**config.mk**
```make
export PLATFORM = sky130hd
export DESIGN_NAME = phy_rx_lanes_flat
export DESIGN_NICKNAME = d
export VERILOG_FILES = /design/src/rtl/phy_rx_lanes_if.sv /design/src/rtl/phy_rx_lanes.sv /design/src/flat_wrapper.sv
export SDC_FILE = /design/constraint.sdc
export NUM_CORES = 1
export LEC_CHECK = 0
export ABC_AREA = 1
export CAP_MARGIN = 20
export CORE_MARGIN = 2
export CORE_UTILIZATION = 30
export DETAILED_ROUTE_END_ITERATION = 8
export GPL_ROUTABILITY_DRIVEN = 0
export GPL_TIMING_DRIVEN = 1
export SLEW_MARGIN = 15
export SYNTH_ARGS = -nofsm -noshare
export SYNTH_HDL_FRONTEND = slang
export SYNTH_SLANG_ARGS = --single-unit
```
**constraint.sdc**
```tcl
create_clock -name clk_32f -period 2.25 [get_ports clk_32f]
set_input_delay 0.5625 -clock clk_32f [delete_from_list [all_inputs] [get_ports clk_32f]]
set_output_delay 0.5625 -clock clk_32f [all_outputs]
set_load 0.01 [all_outputs]
```
**src/rtl/phy_rx_lanes_if.sv**
```systemverilog
// Lane-receiver bus: serial input plus parallel lane outputs.
// Ports: data_in (serial), active, valid, data_out, valid_out, lane_ptr.
interface phy_rx_lanes_if #(
  parameter int DATA_WIDTH = 8,
  parameter int NUM_LANES  = 4
);
  localparam int LPW = (NUM_LANES > 1) ? $clog2(NUM_LANES) : 1;

  logic                            data_in;
  logic                            active;
  logic                            valid;
  logic [NUM_LANES*DATA_WIDTH-1:0] data_out;
  logic [NUM_LANES-1:0]            valid_out;
  logic [LPW-1:0]                  lane_ptr;

  modport master (
    output data_in,
    input  active, valid, data_out, valid_out, lane_ptr
  );

  modport slave (
    input  data_in,
    output active, valid, data_out, valid_out, lane_ptr
  );
endinterface

```
**src/rtl/phy_rx_lanes.sv**
```systemverilog
// Serial PHY receiver: comma bit-slide alignment, lane distribution.
// Ports: clk_32f, default_values (sync reset), bus (slave side).
module phy_rx_lanes #(
  parameter int                    DATA_WIDTH = 8,
  parameter int                    NUM_LANES  = 4,
  parameter logic [DATA_WIDTH-1:0] SYNC_WORD  = 8'hBC,
  parameter int                    SYNC_COUNT = 4
) (
  input  logic          clk_32f,
  input  logic          default_values,
  phy_rx_lanes_if.slave bus
);
  localparam int LPW = (NUM_LANES > 1) ? $clog2(NUM_LANES) : 1;
  localparam int BCW = $clog2(DATA_WIDTH);
  localparam int SCW = $clog2(SYNC_COUNT + 1);
  localparam int DW  = NUM_LANES * DATA_WIDTH;

  localparam logic [BCW-1:0] BC_LAST = BCW'(DATA_WIDTH - 1);
  localparam logic [SCW-1:0] SC_DONE = SCW'(SYNC_COUNT);
  localparam logic [LPW-1:0] LP_LAST = LPW'(NUM_LANES - 1);

  typedef enum logic [1:0] {
    S_SEARCH,
    S_ALIGN,
    S_ACTIVE
  } state_t;

  state_t                r_state;
  state_t                w_state;
  logic [DATA_WIDTH-2:0] r_sr;
  logic [DATA_WIDTH-2:0] w_sr;
  logic [BCW-1:0]        r_bit_cnt;
  logic [BCW-1:0]        w_bit_cnt;
  logic [SCW-1:0]        r_sync_cnt;
  logic [SCW-1:0]        w_sync_cnt;
  logic [DW-1:0]         r_data;
  logic [DW-1:0]         w_data;
  logic [NUM_LANES-1:0]  r_vo;
  logic [NUM_LANES-1:0]  w_vo;
  logic [LPW-1:0]        r_lane_ptr;
  logic [LPW-1:0]        w_lane_ptr;
  logic                  r_active;
  logic                  r_valid;

  logic [DATA_WIDTH-1:0] w_cand;
  logic                  w_match;
  logic                  w_wend;

  // Candidate word includes the bit arriving this cycle.
  assign w_cand  = {r_sr, bus.data_in};
  assign w_match = (w_cand == SYNC_WORD);
  assign w_wend  = (r_bit_cnt == BC_LAST);

  always_ff @(posedge clk_32f) begin
    if (default_values) r_state <= S_SEARCH;
    else                r_state <= w_state;
  end

  always_comb begin
    w_state    = r_state;
    w_sr       = w_cand[DATA_WIDTH-2:0];
    w_bit_cnt  = r_bit_cnt;
    w_sync_cnt = r_sync_cnt;
    w_data     = r_data;
    w_vo       = '0;
    w_lane_ptr = r_lane_ptr;
    if (r_state != S_SEARCH)
      w_bit_cnt = w_wend ? '0 : r_bit_cnt + 1'b1;
    unique case (r_state)
      S_SEARCH: begin
        if (w_match) begin
          w_bit_cnt  = '0;
          w_sync_cnt = SCW'(1);
          w_state    = (SYNC_COUNT == 1) ? S_ACTIVE : S_ALIGN;
        end
      end
      S_ALIGN: begin
        if (w_wend) begin
          if (w_match) begin
            w_sync_cnt = r_sync_cnt + 1'b1;
            if (w_sync_cnt == SC_DONE) begin
              w_state    = S_ACTIVE;
              w_lane_ptr = '0;
            end
          end else begin
            w_state    = S_SEARCH;
            w_sync_cnt = '0;
          end
        end
      end
      S_ACTIVE: begin
        if (w_wend) begin
          if (w_match) begin
            // Idle comma realigns the lane pointer.
            w_lane_ptr = '0;
          end else begin
            for (int i = 0; i < NUM_LANES; i++) begin
              if (r_lane_ptr == LPW'(i)) begin
                w_data[i*DATA_WIDTH +: DATA_WIDTH] = w_cand;
                w_vo[i] = 1'b1;
              end
            end
            w_lane_ptr = (r_lane_ptr == LP_LAST) ? '0
                       : r_lane_ptr + 1'b1;
          end
        end
      end
      default: w_state = S_SEARCH;
    endcase
  end

  always_ff @(posedge clk_32f) begin
    if (default_values) begin
      r_sr       <= '0;
      r_bit_cnt  <= '0;
      r_sync_cnt <= '0;
      r_data     <= '0;
      r_vo       <= '0;
      r_lane_ptr <= '0;
      r_active   <= 1'b0;
      r_valid    <= 1'b0;
    end else begin
      r_sr       <= w_sr;
      r_bit_cnt  <= w_bit_cnt;
      r_sync_cnt <= w_sync_cnt;
      r_data     <= w_data;
      r_vo       <= w_vo;
      r_lane_ptr <= w_lane_ptr;
      r_active   <= (w_state == S_ACTIVE);
      r_valid    <= |w_vo;
    end
  end

  assign bus.active    = r_active;
  assign bus.valid     = r_valid;
  assign bus.data_out  = r_data;
  assign bus.valid_out = r_vo;
  assign bus.lane_ptr  = r_lane_ptr;
endmodule

```
**src/flat_wrapper.sv**
```systemverilog
// flat-port wrapper written by rule: the top's interface ports become plain ports
module phy_rx_lanes_flat 
#(
  parameter int                    DATA_WIDTH = 8,
  parameter int                    NUM_LANES  = 4,
  parameter logic [DATA_WIDTH-1:0] SYNC_WORD  = 8'hBC,
  parameter int                    SYNC_COUNT = 4
)
  (clk_32f, default_values, bus_data_in, bus_active, bus_valid, bus_data_out, bus_valid_out, bus_lane_ptr);
  phy_rx_lanes_if #(.DATA_WIDTH(DATA_WIDTH), .NUM_LANES(NUM_LANES)) bus_i ();
  input  logic clk_32f;
  input  logic default_values;
  input wire logic [$bits(bus_i.data_in)-1:0] bus_data_in;
  output wire logic [$bits(bus_i.active)-1:0] bus_active;
  output wire logic [$bits(bus_i.valid)-1:0] bus_valid;
  output wire logic [$bits(bus_i.data_out)-1:0] bus_data_out;
  output wire logic [$bits(bus_i.valid_out)-1:0] bus_valid_out;
  output wire logic [$bits(bus_i.lane_ptr)-1:0] bus_lane_ptr;
  assign bus_i.data_in = bus_data_in;
  assign bus_active = bus_i.active;
  assign bus_valid = bus_i.valid;
  assign bus_data_out = bus_i.data_out;
  assign bus_valid_out = bus_i.valid_out;
  assign bus_lane_ptr = bus_i.lane_ptr;
  phy_rx_lanes #(.DATA_WIDTH(DATA_WIDTH), .NUM_LANES(NUM_LANES), .SYNC_WORD(SYNC_WORD), .SYNC_COUNT(SYNC_COUNT)) u_core (.clk_32f(clk_32f), .default_values(default_values), .bus(bus_i));
endmodule
```
# After elaboration in Yosys (flattened, before gate mapping)
# Cells that the tools add are included.
[totals]
register_bits = 55
in_bits = 3
elab_cells = 69
[op_classes]
n_addsub = 3
n_eq_ne = 14
mux = 27
n_bitwise = 1
reduce_logical = 12
[ops]
columns = ["operator", "n"]
rows = [
  ["two-way mux 3 bit", 7],
  ["two-way mux 2 bit", 10],
  ["AND reduction 4 bit", 4],
  ["two-way mux 4 bit", 3],
  ["inequality test 2 x 1 -> 1 bit (second input constant)", 5],
  ["== test 2 bit (second input constant)", 4],
  ["== test 8 bit (second input constant)", 1],
  ["adder 3 x 1 -> 3 bit (second input constant)", 2],
  ["== test 3 bit (second input constant)", 2],
  ["case mux 2 bit (3 select lines)", 1],
  ["case mux 3 bit (2 select lines)", 1],
  ["nonzero test 2 bit", 3],
  ["AND reduction 5 bit", 1],
  ["== test 2 x 1 -> 1 bit (second input constant)", 2],
  ["logical NOT 2 bit", 2],
  ["two-way mux 1 bit", 4],
  ["case mux 2 bit (2 select lines)", 1],
  ["OR reduction 4 bit", 1],
  ["AND reduction 3 bit", 1],
  ["adder 2 x 1 -> 2 bit (second input constant)", 1],
  ["NOT 1 bit", 1],
]

# Longest topological paths before layout
# Gate-level depths: netlist (run 1).
[logic_depth]
word_depth = 7
mapped_depth = 11
depth_no_buf = 10

# Worst setup path before layout (run 1)
# OpenSTA, ideal clock, no wires.
[synth_path]
path_kind = "input-to-reg"
from = "input bus_data_in"
to = "register u_core.r_data[22], in the netlist u_core.bus.data_out[22]"
setup_time_ps = 113
arrival_ps = 1333
path_slack_ps = 804
cell_stages = 11
path_cell_list = "inv_1 > nand2_2 > nor2_2 > nand2_2 > nand2_2 > nor2_4 > nand2_4 > buf_6 > nand2_1 > nand2_1 > nor2_1"
[synth_between]
elab_chain_cells = 3
[synth_lines]
columns = ["element", "line_no", "source"]
rows = [
  ["start, declared", "flat_wrapper.sv:13", "input wire logic [$bits(bus_i.data_in)-1:0] bus_data_in;"],
  ["== test 8 bit", "phy_rx_lanes.sv:51", "assign w_match = (w_cand == SYNC_WORD);"],
  ["NOT 1 bit (no line)", "n/a", ""],
  ["AND reduction 4 bit (no line)", "n/a", ""],
  ["end signal, assigned", "phy_rx_lanes.sv:126", "r_data <= w_data;"],
  ["end, declared", "phy_rx_lanes.sv:36", "logic [DW-1:0] r_data;"],
]
# Every way passes these cells.
# A chain may end at the register's enable or synchronous reset.

# Worst setup path after layout (run 1)
[layout_path]
from = "register u_core.r_lane_ptr[0], in the netlist u_core.bus.lane_ptr[0]"
to = "output bus_lane_ptr[0]"
[layout_rtl]
columns = ["element", "line_no", "source"]
rows = [
  ["start, declared", "phy_rx_lanes.sv:40", "logic [LPW-1:0] r_lane_ptr;"],
  ["start signal, assigned", "phy_rx_lanes.sv:128", "r_lane_ptr <= w_lane_ptr;"],
  ["end, declared", "flat_wrapper.sv:18", "output wire logic [$bits(bus_i.lane_ptr)-1:0] bus_lane_ptr;"],
]
# No word-level cell between the ends.

==> reports/qor.json, run 1 <==
{
  "detailroute.via_count": 2029,
  "vdd_drop_max_v": 0.000204,
  "nFillCells": 810,
  "drtAntennaViolNets": 0,
  "worstPathMaxFanout": 5,
  "r2r.worst_path.cells": 7,
  "place_inst": 467,
  "worst_setup_path_end_kind": "primary output",
  "commonest_cells_in_the_synthesized_netlist": "82 x sky130_fd_sc_hd__nand2_1, 55 x sky130_fd_sc_hd__dfxtp_1, 55 x sky130_fd_sc_hd__nor2_1",
  "timing.hold.worst_path_depth": 2,
  "buffers_inverters_on_critical_path": 1,
  "timing.setup.critical_path_class": "flop to primary output",
  "final_core_utilization_pct": 39.1,
  "global_route.usage.total_pct": 12.8,
  "antenna_found_initial": 0,
  "cts.repair.resized": 0,
  "crit_cells": 1,
  "insertion_delay_to_the_later_sink_of_the_worst_skew_pair_ns": 0.32,
  "cts_inserted_buffers": 5,
  "io_pins": 43,
  "cts_hold_buf": 0,
  "wire_per_inst_um": 11.2,
  "synth_top_area_cell": "sky130_fd_sc_hd__dfxtp_1",
  "clkSlewWorstSetupHoldPaths_ns": 0.11,
  "max_slew_margin_vs_limit_pct": 77.9,
  "grtUsageMet3_pct": 3.63,
  "synthFlopType": "sky130_fd_sc_hd__dfxtp_1",
  "areaGrowthSynthToFinish_pct": 26.8,
  "worst_pin_slew_ns": 0.332,
  "vias_per_cell": 4.27,
  "cts.htree.levels": 2,
  "met1_track_utilization_from_global_routing_pct": 17.8,
  "timing.final.crit_period_ns": 1.90,
  "timing.critical_path.from_type": "flop",
  "grt_pass1_wl_mm": 8.85,
  "cts.sink_count": 55,
  "cp_data_required_time_ns": 1.69,
  "overflow": 0,
  "critical-path-slowest-cell": "sky130_fd_sc_hd__clkdlybuf4s50_1",
  "global_route.peak_usage_layer": "met2",
  "run_status": "finished clean",
  "worst-endpoint-arrival_ns": 1.34,
  "cellLeakagePower_nw": 1.33,
  "design.core.area_um2": 7730,
  "synth.ff_latch_count": 55,
  "dieArea_um2": 8680,
  "insertedDiodeCount": 0,
  "initial_core_util_pct": 30.9,
  "timing.final.max_slew_violations": 0,
  "detailedPlacementHpwl_mm": 3.79,
  "wl_mm": 5.33,
  "max-cap-violations": 0,
  "fin_setup_tns_ns": 0,
  "fp-row-count": 32,
  "synth_cell_types": 23,
  "grt_start_max_net_pins": 27,
  "critical-path-top-delay-family": "buffers and inverters",
  "drt_iter0_drc": 96,
  "finalHoldViolCount": 0,
  "synth_edf_count": 0,
  "fmaxAchievable_mhz": 525,
  "final_cell_count_no_fill": 475,
  "cpPeakStageDelay_ns": 0.58,
  "asr_flop_ratio_synth_pct": 0,
  "tritoncts": "yes",
  "yosys-top-cells-area": "sky130_fd_sc_hd__dfxtp_1 46%, sky130_fd_sc_hd__nand2_1 13%, sky130_fd_sc_hd__nor2_1 8.7%, sky130_fd_sc_hd__ha_1 6.8%, sky130_fd_sc_hd__a21oi_1 5.9%",
  "synth.most_common_cell": "sky130_fd_sc_hd__nand2_1",
  "synth_top_area_share_pct": 46.2,
  "setup_repair_after_global_routing_missed_its_margin": "no",
  "synth.avg_cell_area_um2": 7.32,
  "postSynthCellCount": 326,
  "drive_gt1_share_pct": 6.97,
  "final_min_period_over_clock_period_pct": 84.6,
  "report.final.setup_viol": 0,
  "synth.cell_area_um2": 2380,
  "die_span_in_y_um": 93.2,
  "chipWidth_um": 93.2,
  "via_count_of_the_first_global_routing_pass": 1859,
  "clock_tree.buffer_depth": 2,
  "final_net_count": 388,
  "synth_warnings": 0,
  "route.detailed.drc": 0,
  "global_route.usage.met2_pct": 19.7,
  "post-cts-setup-buffer-count": 0,
  "post_synth_net_total": 342,
  "class_of_the_most_critical_hold_timing_path": "flop to flop",
  "cts.root.buffer_cell": "sky130_fd_sc_hd__clkbuf_8",
  "finClkSkew_ns": 0.00925,
  "numPortBuffers": 42,
  "proportion_of_synthesized_chip_area_in_sequential_cells_pct": 46.2,
  "regToRegSetupSlack_ns": 0.61,
  "crit_path_cell_trace": "clkdlybuf4s50_1",
  "pwr_density_cell_nw_per_um2": 563,
  "detail_route.first_pass.iterations": 4
}
## layout by cell type, fill, tap and decap left out, types with 3 or more instances in the layout
| cell type | n |
|---|---|
| sky130_fd_sc_hd__nand2_2 | 6 |
| sky130_fd_sc_hd__clkdlybuf4s50_1 | 42 |
| sky130_fd_sc_hd__clkbuf_8 | 5 |
| sky130_fd_sc_hd__a21oi_1 | 28 |
| sky130_fd_sc_hd__inv_1 | 37 |
| sky130_fd_sc_hd__nor2_1 | 55 |
| sky130_fd_sc_hd__buf_4 | 5 |
| sky130_fd_sc_hd__dfxtp_1 | 55 |
| sky130_fd_sc_hd__nand3_1 | 23 |
| sky130_fd_sc_hd__clkinv_1 | 3 |
| sky130_fd_sc_hd__nand2_1 | 82 |
| sky130_fd_sc_hd__o21ai_0 | 3 |
| sky130_fd_sc_hd__ha_1 | 13 |
## cell type report
type / instances / area (µm²) / share of cell area [%]
multi-input combinational: 221 / 1070 / 35.4
timing repair buffer: 48 / 478 / 15.8
inverter: 41 / 154 / 5.09
clock buffer: 5 / 68.8 / 2.28
sequential: 55 / 1100 / 36.4
clock inverter: 3 / 22.5 / 0.745
tap: 102 / 128 / 4.22
## power by group
part           total (W)  switching, W  internal (W)
clock network   0.000571      0.000345      0.000226
registers        0.00101     0.0000189      0.000988
logic           0.000125     0.0000746     0.0000507
total            0.00170      0.000439       0.00126
## metal layers
metal	part of all wire, %	routed length (µm)	vias to the layer above
met3	4.9	263	6
li1	-	-	1090
met1	51	2720	888
met2	43	2300	45
met5	0	0	-
met4	0.99	53	0
## path summary, 6_finish.rpt
| kind | startpoint | endpoint |
|---|---|---|
| setup / recovery | u_core.bus.lane_ptr[0] | bus_lane_ptr[0] |
| setup reg to reg | u_core.r_bit_cnt[0] | u_core.bus.data_out[11] |
| hold / removal | u_core.bus.data_out[12] | u_core.bus.data_out[12] |
| hold reg to reg | u_core.bus.data_out[12] | u_core.bus.data_out[12] |
## sequential cells by signal, indices dropped and copies added, names as in the netlist
register              count
u_core.r_bit_cnt          3
u_core.bus.lane_ptr       2
u_core.bus.data_out      32
u_core.bus.valid          1
u_core.r_state            2
u_core.bus.valid_out      4
u_core.r_sr               7
u_core.bus.active         1
u_core.r_sync_cnt         3
## cells by family (layout without fill, tap and decap cells)
family,count (synthesis),after routing,synth area share (%)
AO/OA/AOI/OAI,34,34,7.34
buffers and inverters,50,97,8.92
flip-flops,55,55,46.2
adder cells (fa/ha/maj),13,13,6.82
AND/OR/NAND/NOR,174,174,30.7
## metrics by stage
stage / hold WS [ns] / instance area (µm²) / power [W] / worst slack, ns
floorplan: 0.443 / 2380 / 0.00111 / 0.804
global placement: 0.454 / 2930 / 0.00115 / 0.195
detailed placement: 0.456 / 2930 / 0.00115 / 0.198
CTS: 0.473 / 3020 / 0.00172 / 0.335
global route: 0.488 / 3020 / 0.00178 / 0.301
finish: 0.468 / 3020 / 0.00170 / 0.346
No activity file was read; power rests on OpenSTA's default activity.
==> run 2, diff against run 1 <==
- clock period: 2.25 -> 1.8 ns (I/O delays scaled with it)
==> run 2 against run 1 <==
  * Via count rose by 2.2%
  * Utilization rose by 1.2 points
  * Combinational power rose by 38%
  * Cell area rose by 3.1%
  * Critical endpoint unchanged
==> reports/qor.json, run 2 (synthesized netlist as in run 1, its figures left out) <==
{
  "run_status": {"value": "finished clean", "change": "unchanged"},
  "final_min_period_over_clock_period_pct": 94.5,
  "detailedPlacementHpwl": {"value": 3.90, "unit": "mm", "change": "was 3.79 mm"},
  "p_int": {"value": 0.00171, "unit": "W", "change": "was 0.00126 W"},
  "worst_setup_path_end_kind": {"value": "primary output", "change": "unchanged"},
  "cts.repair.resized": {"value": 0, "change": "unchanged"},
  "vdd_drop_max": {"value": 0.000397, "unit": "V", "change": "was 0.000204 V"},
  "buffers_inverters_on_critical_path": {"value": 1, "change": "unchanged"},
  "largest_register_ff_count": {"value": 32, "change": "unchanged"},
  "drt_iter0_drc": {"value": 72, "change": "was 96"},
  "pwr_density_cell": {"value": 716, "unit": "nW/µm²", "change": "was 563 nW/µm²"},
  "chipWidth": {"value": 93.2, "unit": "µm", "change": "unchanged"},
  "timing.final.max_slew_violations": {"value": 0, "change": "unchanged"},
  "cpPeakStageDelay": {"value": 0.55, "unit": "ns", "change": "was 0.58 ns"},
  "timing.hold.worst_path_depth": {"value": 2, "change": "unchanged"},
  "clkSlewWorstSetupHoldPaths": {"value": 0.10, "unit": "ns", "change": "was 0.11 ns"},
  "worst_setup_slack_final": {"value": 0.0988, "unit": "ns", "change": "was 0.346 ns"},
  "grtUsageMet3": {"value": 2.98, "unit": "%", "change": "was 3.63%"},
  "overflow": {"value": 0, "change": "unchanged"},
  "hold_path_startpoint": {"value": "u_core.r_sr[5]", "change": "was u_core.bus.data_out[12]"},
  "tritoncts": {"value": "yes", "change": "unchanged"},
  "max_slew_margin_vs_limit": {"value": 80.4, "unit": "%", "change": "was 77.9%"},
  "final_core_utilization": {"value": 40.3, "unit": "%", "change": "was 39.1%"},
  "clock_power_share": {"value": 36.1, "unit": "%", "change": "was 33.5%"},
  "grt_start_max_net_pins": {"value": 27, "change": "unchanged"},
  "class_of_the_most_critical_hold_timing_path": {"value": "flop to flop", "change": "unchanged"},
  "place_worst_setup_slack": {"value": -0.157, "unit": "ns", "change": "was 0.198 ns"},
  "fp-row-count": {"value": 32, "change": "unchanged"},
  "cellLeakagePower": {"value": 1.40, "unit": "nW", "change": "was 1.33 nW"},
  "post-cts-setup-buffer-count": {"value": 0, "change": "unchanged"},
  "most-common-layout-cells": {"value": "82 x sky130_fd_sc_hd__nand2_1, 55 x sky130_fd_sc_hd__nor2_1, 53 x sky130_fd_sc_hd__dfxtp_1, 42 x sky130_fd_sc_hd__clkdlybuf4s50_1, 37 x sky130_fd_sc_hd__inv_1", "change": "was 82 x sky130_fd_sc_hd__nand2_1, 55 x sky130_fd_sc_hd__nor2_1, 55 x sky130_fd_sc_hd__dfxtp_1, 42 x sky130_fd_sc_hd__clkdlybuf4s50_1, 37 x sky130_fd_sc_hd__inv_1"},
  "crit_path_cell_trace": {"value": "clkdlybuf4s50_1", "change": "unchanged"},
  "netSwitchingPower": {"value": 0.000519, "unit": "W", "change": "was 0.000439 W"},
  "setup_repair_after_global_routing_missed_its_margin": {"value": "no", "change": "unchanged"},
  "die_span_in_y": {"value": 93.2, "unit": "µm", "change": "unchanged"},
  "via_count_of_the_first_global_routing_pass": {"value": 2023, "change": "was 1859"},
  "grt_pass1_wl": {"value": 9.42, "unit": "mm", "change": "was 8.85 mm"},
  "insertion_delay_to_the_later_sink_of_the_worst_skew_pair": {"value": 0.31, "unit": "ns", "change": "was 0.32 ns"},
  "areaGrowthSynthToFinish": {"value": 30.7, "unit": "%", "change": "was 26.8%"},
  "worstPathMaxFanout": {"value": 5, "change": "unchanged"},
  "drtAntennaViolNets": {"value": 0, "change": "unchanged"},
  "io_pins": {"value": 43, "change": "unchanged"},
  "worst_r2r_end": {"value": "u_core.bus.data_out[7]", "change": "was u_core.bus.data_out[11]"},
  "antenna_found_initial": {"value": 0, "change": "unchanged"},
  "design.core.area": {"value": 7730, "unit": "µm²", "change": "unchanged"},
  "route.detailed.drc": {"value": 0, "change": "unchanged"},
  "global_route.usage.total": {"value": 13.6, "unit": "%", "change": "was 12.8%"},
  "timing.final.crit_period_ns": 1.70,
  "cts_inserted_buffers": {"value": 5, "change": "unchanged"},
  "p_seq_share": {"value": 56.2, "unit": "%", "change": "was 59.1%"},
  "detail_route.first_pass.iterations": {"value": 4, "change": "unchanged"},
  "insertedDiodeCount": {"value": 0, "change": "unchanged"},
  "mostFrequentLayoutCell": {"value": "sky130_fd_sc_hd__nand2_1", "change": "unchanged"},
  "critical_path.reg2reg.startpoint": {"value": "u_core.r_bit_cnt[0]", "change": "unchanged"},
  "worst_pin_slew": {"value": 0.292, "unit": "ns", "change": "was 0.332 ns"},
  "min_to": {"value": "u_core.r_sr[6]", "change": "was u_core.bus.data_out[12]"},
  "numPortBuffers": {"value": 42, "change": "unchanged"},
  "regToRegSetupSlack": {"value": 0.19, "unit": "ns", "change": "was 0.61 ns"},
  "timing.critical_path.from_type": {"value": "flop", "change": "unchanged"},
  "cp_data_required_time": {"value": 1.35, "unit": "ns", "change": "was 1.69 ns"},
  "cts.sink_count": {"value": 55, "change": "unchanged"},
  "cts.root.buffer_cell": {"value": "sky130_fd_sc_hd__clkbuf_8", "change": "unchanged"},
  "critical-path-slowest-cell": {"value": "sky130_fd_sc_hd__clkdlybuf4s50_1", "change": "unchanged"},
  "finalHoldViolCount": {"value": 0, "change": "unchanged"},
  "wire_per_inst": {"value": 11.2, "unit": "µm", "change": "about the same"},
  "report.final.setup_viol": {"value": 0, "change": "unchanged"},
  "vias_per_cell": {"value": 4.29, "change": "was 4.27"},
  "initial_core_util": {"value": 30.9, "unit": "%", "change": "unchanged"},
  "timing.setup.critical_path_class": {"value": "flop to primary output", "change": "unchanged"},
  "power.switching_fraction": {"value": 23.3, "unit": "%", "change": "was 25.8%"},
  "cts.htree.levels": {"value": 2, "change": "unchanged"},
  "met1_track_utilization_from_global_routing": {"value": 18.5, "unit": "%", "change": "was 17.8%"},
  "critical-path-top-delay-family": {"value": "buffers and inverters", "change": "unchanged"},
  "dieArea": {"value": 8680, "unit": "µm²", "change": "unchanged"},
  "cts_hold_buf": {"value": 0, "change": "unchanged"},
  "global_route.peak_usage_layer": {"value": "met2", "change": "unchanged"},
  "final_net_count": {"value": 397, "change": "was 388"},
  "max-cap-violations": {"value": 0, "change": "unchanged"},
  "fmaxAchievable_mhz": 588,
  "wl": {"value": 5.42, "unit": "mm", "change": "was 5.33 mm"},
  "critical_path.startpoint": {"value": "u_core.bus.lane_ptr[0]", "change": "unchanged"},
  "drive_gt1_share": {"value": 9.45, "unit": "%", "change": "was 6.97%"},
  "detailroute.via_count": {"value": 2074, "change": "was 2029"},
  "finClkSkew": {"value": 0.0108, "unit": "ns", "change": "was 0.00925 ns"},
  "worst-endpoint-arrival": {"value": 1.25, "unit": "ns", "change": "was 1.34 ns"},
  "nFillCells": {"value": 799, "change": "was 810"},
  "clock_tree.buffer_depth": {"value": 2, "change": "unchanged"},
  "global_route.usage.met2": {"value": 21.4, "unit": "%", "change": "was 19.7%"},
  "power.share.combinational": {"value": 7.7, "unit": "%", "change": "was 7.4%"},
  "r2r.worst_path.cells": {"value": 7, "change": "unchanged"}
}
run 2: worst max path at each step:
stage / endpoint / slack [ns] / depth (start not counted)
global placement: u_core.bus.data_out[14] / -0.15 / 9
detailed placement: u_core.bus.data_out[14] / -0.16 / 9
finish: bus_lane_ptr[0] / 0.1 / 1
CTS: bus_lane_ptr[0] / 0.01 / 1
floorplan: u_core.bus.data_out[10] / 0.42 / 7
global route: u_core.bus.data_out[0] / 0.0008 / 7
run 2: layer usage:
metal,share of wire (%),up-vias
li1,-,1106
met1,51,919
met2,42,42
met3,5.6,7
met4,1.3,0
met5,0,-
run 2: final cells by class:
class | instances | area, µm² | area share [%]
clock buffers | 5 | 68.8 | 2.21
clock inverters | 2 | 37.5 | 1.20
flip-flops and latches | 55 | 1100 | 35.4
multi-input cells | 221 | 1080 | 34.7
inverters | 41 | 154 | 4.94
well taps | 102 | 128 | 4.09
repair buffers | 57 | 546 | 17.5
run 2: per-stage QoR:
step | hold WS (ns) | std cells | area (µm²) | TNS [ns] | power (W)
finish | 0.452 | 483 | 3120 | 0 | 0.00223
detailed placement | 0.449 | 476 | 3000 | -3.91 | 0.00145
floorplan | 0.443 | 326 | 2380 | 0 | 0.00138
CTS | 0.464 | 483 | 3110 | 0 | 0.00226
global placement | 0.447 | 476 | 3000 | -3.87 | 0.00145
global route | 0.487 | 483 | 3120 | 0 | 0.00233
run 2: power groups by stage:
stage / Sequential (W) / Combinational, W / Clock, W
finish: 0.00125 / 0.000172 / 0.000806
global route: 0.00126 / 0.000193 / 0.000883
CTS: 0.00125 / 0.000170 / 0.000832
detailed placement: 0.00128 / 0.000169 / 0
global placement: 0.00128 / 0.000167 / 0
floorplan: 0.00128 / 0.000103 / 0
